==> src/rtl/seq_pkg.sv <==
// Shared types and constants for the serial pattern generator.
// Optional LFSR gap fill is enabled by defining SEQ_GEN_LFSR_GAP_EN.
package seq_pkg;

    typedef enum logic [1:0] {
        IDLE,
        SEND,
        GAP
    } seq_gen_state_t;

    localparam int unsigned SEQ_REP_W = 8;

    // x^7 + x^6 + 1: feedback from the two MSBs
    localparam int unsigned LFSR_W    = 7;
    localparam logic [6:0]  LFSR_SEED = 7'h01;
    localparam logic [6:0]  LFSR_TAPS = 7'h60;

endpackage

==> src/rtl/seq_gen_lfsr.sv <==
// 7-bit Fibonacci LFSR supplying pseudo-random gap fill bits.
// Only instantiated when SEQ_GEN_LFSR_GAP_EN is defined.
module seq_gen_lfsr
    import seq_pkg::*;
(
    input  logic clk,
    input  logic reset,
    input  logic advance,
    output logic bit_o
);

    logic [LFSR_W-1:0] lfsr_q;

    always_ff @(posedge clk or negedge reset) begin
        if (!reset) begin
            lfsr_q <= LFSR_SEED;
        end else if (advance) begin
            lfsr_q <= {lfsr_q[LFSR_W-2:0], ^(lfsr_q & LFSR_TAPS)};
        end
    end

    assign bit_o = lfsr_q[LFSR_W-1];

endmodule

==> src/rtl/seq_pattern_gen.sv <==
// Serial pattern transmitter: PATTERN MSB first, repeat_cnt+1 frames separated by gap bits.
// Define SEQ_GEN_LFSR_GAP_EN to fill gaps from an LFSR instead of constant 0.
module seq_pattern_gen
    import seq_pkg::*;
#(
    parameter int unsigned          PATTERN_W = 2,
    parameter logic [PATTERN_W-1:0] PATTERN   = 2'b11,
    parameter int unsigned          GAP_LEN   = 1
) (
    input  logic                 clk,
    input  logic                 reset,
    input  logic                 start,
    input  logic                 abort,
    input  logic [SEQ_REP_W-1:0] repeat_cnt,
    output logic                 out,
    output logic                 out_valid,
    output logic                 busy,
    output logic                 done
);

    localparam int unsigned IDX_W = (PATTERN_W > 1) ? $clog2(PATTERN_W) : 1;
    localparam int unsigned GAP_W = (GAP_LEN > 0) ? $clog2(GAP_LEN + 1) : 1;
    localparam logic [IDX_W-1:0] IDX_LAST = IDX_W'(PATTERN_W - 1);
    localparam logic [GAP_W-1:0] GAP_LAST = (GAP_LEN > 0) ? GAP_W'(GAP_LEN - 1) : '0;

    seq_gen_state_t       state_q, state_d;
    logic [IDX_W-1:0]     idx_q, idx_d;
    logic [GAP_W-1:0]     gap_q, gap_d;
    logic [SEQ_REP_W-1:0] frames_q, frames_d;
    logic                 out_q, out_d;
    logic                 valid_q, valid_d;
    logic                 done_q, done_d;
    logic                 pat_bit;
    logic                 gap_bit;

    assign pat_bit = PATTERN[IDX_LAST - idx_q];

`ifdef SEQ_GEN_LFSR_GAP_EN
    seq_gen_lfsr u_lfsr (
        .clk     (clk),
        .reset   (reset),
        .advance (state_q == GAP),
        .bit_o   (gap_bit)
    );
`else
    assign gap_bit = 1'b0;
`endif

    // The FSM runs one cycle ahead of the output register, so the last
    // output bit is on the line while state_q is already IDLE; valid_q
    // keeps start blocked until the done cycle.
    always_comb begin
        state_d  = state_q;
        idx_d    = idx_q;
        gap_d    = gap_q;
        frames_d = frames_q;
        unique case (state_q)
            IDLE: begin
                if (start && !abort && !valid_q) begin
                    state_d  = SEND;
                    idx_d    = '0;
                    gap_d    = '0;
                    frames_d = repeat_cnt;
                end
            end
            SEND: begin
                if (abort) begin
                    state_d  = IDLE;
                    idx_d    = '0;
                    gap_d    = '0;
                    frames_d = '0;
                end else if (idx_q == IDX_LAST) begin
                    idx_d = '0;
                    if (frames_q == '0) begin
                        state_d = IDLE;
                    end else begin
                        frames_d = frames_q - SEQ_REP_W'(1);
                        gap_d    = '0;
                        state_d  = (GAP_LEN == 0) ? SEND : GAP;
                    end
                end else begin
                    idx_d = idx_q + IDX_W'(1);
                end
            end
            GAP: begin
                if (abort) begin
                    state_d  = IDLE;
                    idx_d    = '0;
                    gap_d    = '0;
                    frames_d = '0;
                end else if (gap_q == GAP_LAST) begin
                    state_d = SEND;
                    idx_d   = '0;
                    gap_d   = '0;
                end else begin
                    gap_d = gap_q + GAP_W'(1);
                end
            end
            default: state_d = IDLE;
        endcase
    end

    always_comb begin
        out_d   = 1'b0;
        valid_d = 1'b0;
        done_d  = 1'b0;
        if (!abort) begin
            if (state_q == SEND) begin
                out_d = pat_bit;
            end else if (state_q == GAP) begin
                out_d = gap_bit;
            end
            valid_d = (state_q != IDLE);
            // Valid still high with the FSM idle marks the final bit cycle.
            done_d  = valid_q && (state_q == IDLE);
        end
    end

    always_ff @(posedge clk or negedge reset) begin
        if (!reset) begin
            state_q  <= IDLE;
            idx_q    <= '0;
            gap_q    <= '0;
            frames_q <= '0;
            out_q    <= 1'b0;
            valid_q  <= 1'b0;
            done_q   <= 1'b0;
        end else begin
            state_q  <= state_d;
            idx_q    <= idx_d;
            gap_q    <= gap_d;
            frames_q <= frames_d;
            out_q    <= out_d;
            valid_q  <= valid_d;
            done_q   <= done_d;
        end
    end

    assign out       = out_q;
    assign out_valid = valid_q;
    assign busy      = valid_q;
    assign done      = done_q;

endmodule

==> config.mk <==
export PLATFORM = sky130hd
export DESIGN_NAME = seq_pattern_gen
export DESIGN_NICKNAME = d
export VERILOG_FILES = /design/src/rtl/seq_pkg.sv /design/src/rtl/seq_gen_lfsr.sv /design/src/rtl/seq_pattern_gen.sv
export SDC_FILE = /design/constraint.sdc
export NUM_CORES = 1
export LEC_CHECK = 0
export ABC_CLOCK_PERIOD_IN_PS = 3800
export BUFFER_PORTS_ARGS = -buffer_cell sky130_fd_sc_hd__buf_2
export CAP_MARGIN = 40
export CORE_UTILIZATION = 45
export DETAILED_ROUTE_END_ITERATION = 6
export HOLD_SLACK_MARGIN = 0.1
export PLACE_DENSITY = 0.67
export SLEW_MARGIN = 25
export SYNTH_ARGS = -nofsm -noshare
export SYNTH_HDL_FRONTEND = slang
export SYNTH_HIERARCHICAL = 1
export SYNTH_SLANG_ARGS = --single-unit
==> constraint.sdc <==
create_clock -name clk -period 3.8 [get_ports clk]
set_input_delay 0.57 -clock clk [delete_from_list [all_inputs] [get_ports clk]]
set_output_delay 0.57 -clock clk [all_outputs]
set_load 0.05 [all_outputs]
==> results.sh, run 1 <==
export IMPL_status="complete, no violations"
export IMPL_cp_end_kind="register"
export IMPL_r2r_setup_slack_ns=1.62
export IMPL_drc_errors=0
export IMPL_finalHoldViolCount=0
export IMPL_place_congestion=0.779
export IMPL_num_nets_final=125
export IMPL_worstPathRequired_ns=3.99
export IMPL_p_comb_frac=0.577
export IMPL_ys_warn_count=6
export IMPL_crit_path_start_kind="register"
export IMPL_hpwl_um=1320
export IMPL_worst_clock_skew_ns=0.00915
export IMPL_critPathSlowestCell="or4_1"
export IMPL_num_vias=719
export IMPL_cts_hold_buffers=0
export IMPL_grt_pass1_vias=642
export IMPL_via_per_inst=5.49
export IMPL_cts_resized=0
export IMPL_start_util=0.499
export IMPL_antennaDiodeCount=0
export IMPL_yosysSeqAreaShare=0.394
export IMPL_crit_path_cell_trace="or4_1, or3_4, o311ai_4, mux2i_1"
export IMPL_antenna_found_initial=0
export IMPL_worst_slew_pin_slew_ns=0.612
export IMPL_routedWlPerCell_um=13.2
export IMPL_timing_fmax_mhz=459
export IMPL_finalWorstSetupSlack_ns=1.62
export IMPL_cts_setup_buffers=0
export IMPL_p_int_uw=462
export IMPL_r2r_start="frames_q[3]$_DFFE_PN0P_"
export IMPL_setup_tns_ns=0
export IMPL_ys_types=34
export IMPL_clock_sinks=14
export IMPL_die_area_mm2=0.00216
export IMPL_crit_type="register to register"
export IMPL_root_buffer="clkbuf_4"
export IMPL_ant_nets=0
export IMPL_synth_edff_count=0
export IMPL_switchingPower_uw=408
export IMPL_wl_um=1720
export IMPL_grt_max_degree=15
export IMPL_htreeDepth=1
export IMPL_grt_busiest_layer="met1"
export IMPL_cts_tree="done"
export IMPL_max_cap_violations=0
export IMPL_final_setup_viol_count=0
export IMPL_synth_seq_cells=14
export IMPL_max_slew_margin=0.589
export IMPL_power_per_cell_area_mw_per_mm2=858
export IMPL_drt_pre_antenna_iters=4
export IMPL_cp_num_buf_inv=0
export IMPL_die_y_um=46.5
export IMPL_nFillCells=166
export IMPL_power_share_switching=0.469
export IMPL_cp_arrival_ns=2.37
export IMPL_gr_total_overflow=0
export IMPL_crit_start="frames_q[3]$_DFFE_PN0P_"
export IMPL_path_delay_family="simple AND/OR/NAND/NOR gates"
export IMPL_area_growth_pct=13.9
export IMPL_critical_path_max_fanout=8
export IMPL_port_buffers=15
export IMPL_power_leakage_uw=0.000485
export IMPL_ys_flop_type="dfrtp_1"
export IMPL_ys_top_cells_by_area="dfrtp_1, ha_1, o2bb2ai_1"
export IMPL_first_iter_violations=11
export IMPL_grt_pass1_wl_um=2860
export IMPL_clkLatencyLatePin_ns=0.28
export IMPL_grt_usage=0.193
export IMPL_ioPinCount=16
export IMPL_clk_path_buf_depth=2
export IMPL_synth_nets=109
export IMPL_synth_area_leader_cell="dfrtp_1"
export IMPL_placed_cells=127
export IMPL_place_area_um2=977
export IMPL_hold_slack_ns=0.166
export IMPL_avgSynthCellArea_um2=9.78
export IMPL_pwr_share_seq=0.302
export IMPL_place_ws_ns=1.62
export IMPL_rsz0062_at_grt="false"
export IMPL_syn_area_um2=890
export IMPL_grt_use_met1=0.286
export IMPL_drive_gt1_frac=0.245
export IMPL_cts_buffers_inserted=3
export IMPL_placementRows=15
export IMPL_grt_util_met3=0.0431
export IMPL_clkPwrFrac=0.122
export IMPL_met2_usage=0.267
export IMPL_synthCells=91
export IMPL_fin_cells=131
export IMPL_hold_path_class="input pin to async pin"
export IMPL_peakVddDrop_uv=381
export IMPL_coreArea_mm2=0.00178
export IMPL_async_flop_share=1.00
export IMPL_drv_slew=0
export IMPL_slowest_delay_ns=0.59
export IMPL_final_min_clock_period_ns=2.18
export IMPL_clk_pin_slew_ns=0.09
export IMPL_die_w_um=46.5
export IMPL_period_share=0.573
export IMPL_design_area_mm2=0.00101
export IMPL_yosys_area_top_type_share=0.394
## area by class of cell
class / count / area, um^2 / share of cell area
multi-input cells: 64 / 487 / 0.480
repair buffers: 15 / 75.1 / 0.0741
well taps: 25 / 31.3 / 0.0309
clock buffers: 4 / 36.3 / 0.0358
flip-flops and latches: 14 / 350 / 0.346
inverters: 9 / 33.8 / 0.0333
## through the flow
stage	total power, uW	util
after global routing	954	0.568
after floorplan	667	-
after detailed placement	768	0.548
final	870	0.568
after global placement	762	0.548
after CTS	876	0.568
## power groups by stage
stage	combinational (uW)	sequential, uW	clock (uW)
after floorplan	382	285	0
after global placement	501	261	0
after detailed placement	504	264	0
after CTS	505	261	111
after global routing	567	269	119
final	502	262	106
## worst register-to-register path, delay by kind of cell, from the launching register on
kind | cells | cell delay (ns)
AO/OA/AOI/OAI | 1 | 0.42
multiplexers | 1 | 0.24
flip-flops | 1 | 0.46
AND/OR/NAND/NOR | 2 | 0.96
## layout by cell type, fill, tap and decap left out, types with 2 or more instances in the layout
master / n
a22oi_1: 3
and3_1: 2
nand2_1: 3
inv_1: 8
nor2_1: 4
mux2i_1: 3
nand3_1: 4
nor4_1: 4
nand2b_1: 2
clkbuf_4: 3
buf_2: 15
mux2_2: 3
nor3_1: 3
a21oi_1: 4
dfrtp_1: 14
nor2b_1: 2
o2bb2ai_1: 5
ha_1: 6
o21ai_0: 2
## path summary, 6_finish.rpt
path | to | cells past startpoint
min in group clk | busy$_DFF_PN0_ | 2
min reg2reg | frames_q[6]$_DFFE_PN0P_ | 1
min | frames_q[5]$_DFFE_PN0P_ | 1
max | frames_q[1]$_DFFE_PN0P_ | 4
max reg2reg | frames_q[1]$_DFFE_PN0P_ | 4
max in group asynchronous | state_q[0]$_DFFE_PN0P_ | 1
## sequential cells by signal (all words and copies together) (netlist names)
name	cells
busy	1
done	1
frames_q	8
out	1
state_q	2
idx_q	1
## Yosys cell counts, drive strengths merged, types with 2 or more instances
master    n
a21oi     5
a22oi     3
and3      2
clkbuf    3
dfrtp    14
ha        6
inv       8
mux2      3
mux2i     3
nand2     3
nand2b    2
nand3     4
nor2      4
nor2b     2
nor3      3
nor4      4
o21ai     3
o2bb2ai   5
or3       2
## cell families (layout without fill, tap and decap cells)
| kind of cell | Yosys count | in the layout | share of synthesized area |
|---|---|---|---|
| AO/OA/AOI/OAI | 23 | 23 | 0.204 |
| adder cells (fa/ha/maj) | 6 | 6 | 0.0844 |
| buffers and inverters | 13 | 28 | 0.0591 |
| flip-flops | 14 | 14 | 0.394 |
| multiplexers | 6 | 6 | 0.0717 |
| AND/OR/NAND/NOR | 29 | 29 | 0.187 |
## metal layers
layer,share of wire,vias up
met2,0.43,20
met3,0.046,2
met4,0.0087,0
met1,0.51,333
li1,-,364
met5,0,-
Power figures use the tool's default switching activity.
==> inputs of run 2 (changes only) <==
--- a/config.mk
+++ b/config.mk
@@ -5,13 +5,13 @@
 export SDC_FILE = /design/constraint.sdc
 export NUM_CORES = 1
 export LEC_CHECK = 0
-export ABC_CLOCK_PERIOD_IN_PS = 3800
+export ABC_CLOCK_PERIOD_IN_PS = 1990
 export BUFFER_PORTS_ARGS = -buffer_cell sky130_fd_sc_hd__buf_2
 export CAP_MARGIN = 40
 export CORE_UTILIZATION = 45
 export DETAILED_ROUTE_END_ITERATION = 6
 export HOLD_SLACK_MARGIN = 0.1
-export PLACE_DENSITY = 0.67
+export PLACE_DENSITY = 0.69
 export SLEW_MARGIN = 25
 export SYNTH_ARGS = -nofsm -noshare
 export SYNTH_HDL_FRONTEND = slang
==> constraint.sdc (replaced) <==
create_clock -name clk -period 1.99 [get_ports clk]
set_input_delay 0.2985 -clock clk [delete_from_list [all_inputs] [get_ports clk]]
set_output_delay 0.2985 -clock clk [all_outputs]
set_load 0.05 [all_outputs]
==> results.sh, run 2 (synthesized netlist as in run 1, its figures left out) <==
export IMPL_worst_clock_skew_ns=0.00625
export IMPL_cts_tree="done"
export IMPL_gr_total_overflow=0
export IMPL_cts_setup_buffers=0
export IMPL_crit_path_start_kind="register"
export IMPL_clkLatencyLatePin_ns=0.28
export IMPL_grt_usage=0.219
export IMPL_via_per_inst=5.80
export IMPL_clock_sinks=14
export IMPL_r2r_start="frames_q[3]$_DFFE_PN0P_"
export IMPL_crit_type="register to register"
export IMPL_worstPathRequired_ns=2.20
export IMPL_power_per_cell_area_mw_per_mm2=1720
export IMPL_final_cell_mix="buf_2, dfrtp_1, buf_4"
export IMPL_max_cap_violations=0
export IMPL_r2r_worst_path_cells=5
export IMPL_final_min_clock_period_ns=1.95
export IMPL_die_area_mm2=0.00216
export IMPL_wl_met1_um=952
export IMPL_worst_slew_pin_slew_ns=0.376
export IMPL_coreArea_mm2=0.00178
export IMPL_whs_endpoint="busy$_DFF_PN0_"
export IMPL_cp_end_kind="register"
export IMPL_critPathSlowestCell="or4_4"
export IMPL_grt_max_degree=15
export IMPL_hold_start="abort"
export IMPL_worstReg2RegEnd="frames_q[0]$_DFFE_PN0P_"
export IMPL_cts_buffers_inserted=3
export IMPL_critical_path_max_fanout=5
export IMPL_final_common_cell="buf_2"
export IMPL_finalHoldViolCount=0
export IMPL_top_layer="met4"
export IMPL_wl_met3_um=129
export IMPL_port_buffers=15
export IMPL_wl_um=2070
export IMPL_num_nets_final=138
export IMPL_cp_arrival_ns=2.15
export IMPL_regMostFlops="frames_q"
export IMPL_wl_met2_um=952
export IMPL_hold_depth=2
export IMPL_drt_pre_antenna_iters=4
export IMPL_largest_reg_flops=8
export IMPL_antenna_found_initial=0
export IMPL_drc_errors=0
export IMPL_slowest_delay_ns=0.54
export IMPL_grt_pass1_wl_um=3240
export IMPL_root_buffer="clkbuf_4"
export IMPL_clk_pin_slew_ns=0.09
export IMPL_drive_gt1_frac=0.328
export IMPL_rsz0062_at_grt="true"
export IMPL_clk_path_buf_depth=2
export IMPL_ant_nets=0
export IMPL_reg_top3="frames_q x8, state_q x2"
export IMPL_area_growth_pct=26.0
export IMPL_drv_slew=0
export IMPL_die_y_um=46.5
export IMPL_final_setup_viol_count=0
export IMPL_die_w_um=46.5
export IMPL_max_slew_margin=0.747
export IMPL_r2r_setup_slack_ns=0.04
export IMPL_nFillCells=170
export IMPL_first_iter_violations=15
export IMPL_power_leakage_uw=0.000548
export IMPL_routedWlPerCell_um=14.4
export IMPL_utilization=0.629
export IMPL_antennaDiodeCount=0
export IMPL_place_congestion=0.854
export IMPL_status="complete, no violations"
export IMPL_start_util=0.499
export IMPL_period_share=0.978
export IMPL_crit_path_cell_trace="or4_4, or3_4, o311ai_4, buf_6, mux2i_1"
export IMPL_ioPinCount=16
export IMPL_peakVddDrop_uv=762
export IMPL_hpwl_um=1610
export IMPL_htreeDepth=1
export IMPL_crit_start="frames_q[3]$_DFFE_PN0P_"
export IMPL_grt_pass1_vias=736
export IMPL_placementRows=15
export IMPL_hold_path_class="input pin to register"
export IMPL_num_vias=835
export IMPL_timing_fmax_mhz=514
export IMPL_setup_tns_ns=0
==> run 2: cell count changes in the layout (fill, tap and decap cells not counted), sizes merged <==
| cell | change |
|---|---|
| buf | +12 |
| dlygate4sd3 | +1 |
==> run 2: timing repair <==
item / 4_1_cts / 5_1_grt
setup endpoints to repair: 0 / 2
hold buffers: 1 / 0
endpoints found under the hold margin: 14 / 0
resized for setup: 0 / 2
==> run 2: critical path, delay by kind of cell, from the launching register on <==
family	cells	cell delay (ns)
flip-flops	1	0.39
buffers and inverters	1	0.17
AND/OR/NAND/NOR	2	0.90
multiplexers	1	0.17
AO/OA/AOI/OAI	1	0.26
==> run 2: stage by stage <==
step                setup slack, ns  hold slack, ns  total power, uW  instance area, um^2  cells
finish                       0.0436           0.196             1930                 1120    144
global route                -0.0134           0.204             2080                 1120    144
CTS                          0.0299           0.200             1900                 1110    144
detailed placement           0.0460           0.213             1690                 1070    139
global placement             0.0748           0.211             1660                 1070    139
floorplan                    0.0203         0.00291             1270                  890     91
==> run 2: cell type report <==
type,instances,area [um^2],share of cell area
clock buffers,4,36.3,0.0324
inverters,9,33.8,0.0301
multi-input cells,64,490,0.437
flip-flops and latches,14,350,0.312
well taps,25,31.3,0.0279
repair buffers,28,179,0.160
==> run 2: power by group <==
group	switching, uW	internal [uW]
Sequential	83.1	397
Clock	92.5	111
Combinational	689	561
Total	865	1070
==> run 2: routing by layer <==
layer	up-vias	global-route usage
li1	390	-
met1	402	0.302
met2	38	0.325
met3	5	0.0353
met4	0	0.112
met5	-	0
==> run 2: worst max-delay path by stage <==
stage | slack [ns] | cells past startpoint | endpoint
after floorplan | 0.02 | 4 | frames_q[0]$_DFFE_PN0P_
after global placement | 0.07 | 5 | frames_q[1]$_DFFE_PN0P_
after detailed placement | 0.05 | 5 | frames_q[0]$_DFFE_PN0P_
after CTS | 0.03 | 5 | frames_q[0]$_DFFE_PN0P_
after global routing | -0.01 | 5 | frames_q[0]$_DFFE_PN0P_
final | 0.04 | 5 | frames_q[0]$_DFFE_PN0P_
==> inputs of run 3 (changes only) <==
--- a/config.mk
+++ b/config.mk
@@ -8,10 +8,13 @@
 export ABC_CLOCK_PERIOD_IN_PS = 1990
 export BUFFER_PORTS_ARGS = -buffer_cell sky130_fd_sc_hd__buf_2
 export CAP_MARGIN = 40
-export CORE_UTILIZATION = 45
+export CELL_PAD_IN_SITES_DETAIL_PLACEMENT = 1
+export CELL_PAD_IN_SITES_GLOBAL_PLACEMENT = 1
+export CORE_MARGIN = 5
+export CORE_UTILIZATION = 37
 export DETAILED_ROUTE_END_ITERATION = 6
 export HOLD_SLACK_MARGIN = 0.1
-export PLACE_DENSITY = 0.69
+export PLACE_DENSITY_LB_ADDON = 0.1
 export SLEW_MARGIN = 25
 export SYNTH_ARGS = -nofsm -noshare
 export SYNTH_HDL_FRONTEND = slang
==> results.sh, run 3 (synthesized netlist as in run 1, its figures left out) <==
export IMPL_p_total_uw=1890
export IMPL_design_area_mm2=0.00112
export IMPL_cts_tree="done"
export IMPL_period_share=0.985
export IMPL_grt_pass1_wl_um=4050
export IMPL_die_y_um=59.0
export IMPL_status="complete, no violations"
export IMPL_num_nets_final=139
export IMPL_final_common_cell="buf_2"
export IMPL_clkLatencyLatePin_ns=0.28
export IMPL_gr_total_overflow=0
export IMPL_largest_reg_flops=8
export IMPL_worst_slew_pin_slew_ns=0.446
export IMPL_reg_top3="frames_q x8, state_q x2"
export IMPL_hold_start="abort"
export IMPL_cp_end_kind="register"
export IMPL_drv_slew=0
export IMPL_power_per_cell_area_mw_per_mm2=1690
export IMPL_final_cell_mix="buf_2, dfrtp_1, buf_4"
export IMPL_hold_depth=2
export IMPL_power_share_switching=0.458
export IMPL_cp_arrival_ns=2.16
export IMPL_antennaDiodeCount=0
export IMPL_pwr_share_seq=0.254
export IMPL_wl_um=2350
export IMPL_coreArea_mm2=0.00225
export IMPL_routedWlPerCell_um=16.0
export IMPL_worstReg2RegEnd="frames_q[1]$_DFFE_PN0P_"
export IMPL_htreeDepth=1
export IMPL_grt_pass1_vias=859
export IMPL_drt_pre_antenna_iters=3
export IMPL_clk_pin_slew_ns=0.08
export IMPL_seqCellArea_um2=350
export IMPL_grt_max_degree=15
export IMPL_critical_path_max_fanout=6
export IMPL_ioPinCount=16
export IMPL_clk_path_buf_depth=2
export IMPL_p_comb_frac=0.662
export IMPL_max_cap_violations=0
export IMPL_cts_buffers_inserted=3
export IMPL_clkPwrFrac=0.084
export IMPL_ant_nets=0
export IMPL_clock_sinks=14
export IMPL_die_area_mm2=0.00349
export IMPL_place_congestion=0.815
export IMPL_r2r_start="frames_q[3]$_DFFE_PN0P_"
export IMPL_num_vias=803
export IMPL_port_buffers=15
export IMPL_peakVddDrop_uv=726
export IMPL_hold_path_class="input pin to register"
export IMPL_worstPathRequired_ns=2.19
export IMPL_multi_input_area_um2=490
export IMPL_switchingPower_uw=867
export IMPL_area_growth_pct=25.7
export IMPL_rsz0062_at_grt="true"
export IMPL_whs_endpoint="busy$_DFF_PN0_"
export IMPL_placementRows=17
export IMPL_drive_gt1_frac=0.328
export IMPL_final_min_clock_period_ns=1.96
export IMPL_timing_fmax_mhz=510
export IMPL_final_setup_viol_count=0
export IMPL_regMostFlops="frames_q"
export IMPL_crit_path_start_kind="register"
export IMPL_max_slew_margin=0.700
export IMPL_die_w_um=59.0
export IMPL_worst_clock_skew_ns=0.00268
export IMPL_p_int_uw=1030
export IMPL_finalHoldViolCount=0
export IMPL_grt_usage=0.154
export IMPL_drc_errors=0
export IMPL_place_area_mm2=0.00106
export IMPL_via_per_inst=5.46
export IMPL_antenna_found_initial=0
export IMPL_hpwl_um=1860
export IMPL_root_buffer="clkbuf_4"
export IMPL_r2r_setup_slack_ns=0.03
export IMPL_first_iter_violations=14
export IMPL_r2r_worst_path_cells=5
export IMPL_crit_type="register to register"
export IMPL_power_leakage_uw=0.000547
export IMPL_nFillCells=274
export IMPL_start_util=0.395
==> run 3: cell count changes in the layout (fill, tap and decap cells not counted), sizes merged <==
cell | previous run | this run
buf | 27 | 28
clkbuf | 4 | 3
==> run 3: worst max-delay path by stage <==
| stage | startpoint | depth (start not counted) | to | slack [ns] |
|---|---|---|---|---|
| 2_1_floorplan | frames_q[3]$_DFFE_PN0P_ | 4 | frames_q[0]$_DFFE_PN0P_ | 0.02 |
| 3_3_place_gp | frames_q[3]$_DFFE_PN0P_ | 5 | frames_q[1]$_DFFE_PN0P_ | 0.05 |
| 3_5_place_dp | frames_q[3]$_DFFE_PN0P_ | 5 | frames_q[0]$_DFFE_PN0P_ | -0.001 |
| 4_1_cts | frames_q[3]$_DFFE_PN0P_ | 5 | frames_q[1]$_DFFE_PN0P_ | 0.03 |
| 5_1_grt | frames_q[3]$_DFFE_PN0P_ | 5 | frames_q[0]$_DFFE_PN0P_ | -0.04 |
| 6_report | frames_q[3]$_DFFE_PN0P_ | 5 | frames_q[1]$_DFFE_PN0P_ | 0.03 |
==> run 3: routing by layer <==
layer	vias up	share of wire	track usage
li1	393	-	-
met1	393	0.46	0.195
met2	15	0.49	0.252
met3	2	0.049	0.0501
met4	0	0.0055	0.0356
met5	-	0	0
==> run 3: critical path, stage by stage, from the launching register on <==
cell	delay, ns
dfrtp_1	0.39
or4_4	0.55
or3_4	0.36
o311ai_4	0.25
buf_6	0.17
mux2i_1	0.17
==> run 3: timing repair <==
| item | in CTS | in global routing |
|---|---|---|
| setup endpoints to repair | 2 | 2 |
| endpoints found under the hold margin | 14 | 0 |
| setup buffers | 0 | 2 |
| resized for setup | 2 | 0 |
| hold buffers | 1 | 0 |
==> run 3: power by group through the flow <==
stage / Combinational [uW] / Clock, uW / Sequential, uW
2_1_floorplan: 729 / 0 / 544
3_3_place_gp: 1190 / 0 / 479
3_5_place_dp: 1210 / 0 / 484
4_1_cts: 1240 / 165 / 482
5_1_grt: 1390 / 176 / 500
6_report: 1250 / 158 / 482
==> run 3: layout make-up <==
cell class,instances,share of cell area
timing repair buffer,29,0.167
tap,28,0.0313
sequential,14,0.313
inverter,9,0.0302
multi-input combinational,64,0.438
clock buffer,3,0.0201
==> run 3: through the flow <==
| step | cells | TNS, ns | hold WS, ns | util | setup WS (ns) |
|---|---|---|---|---|---|
| 2_1_floorplan | 91 | 0 | 0.00291 | - | 0.0203 |
| 3_3_place_gp | 141 | 0 | 0.212 | 0.472 | 0.0469 |
| 3_5_place_dp | 141 | -0.00133 | 0.216 | 0.472 | -0.00133 |
| 4_1_cts | 145 | 0 | 0.202 | 0.489 | 0.0303 |
| 5_1_grt | 147 | -0.0485 | 0.214 | 0.496 | -0.0389 |
| 6_report | 147 | 0 | 0.206 | 0.496 | 0.0307 |
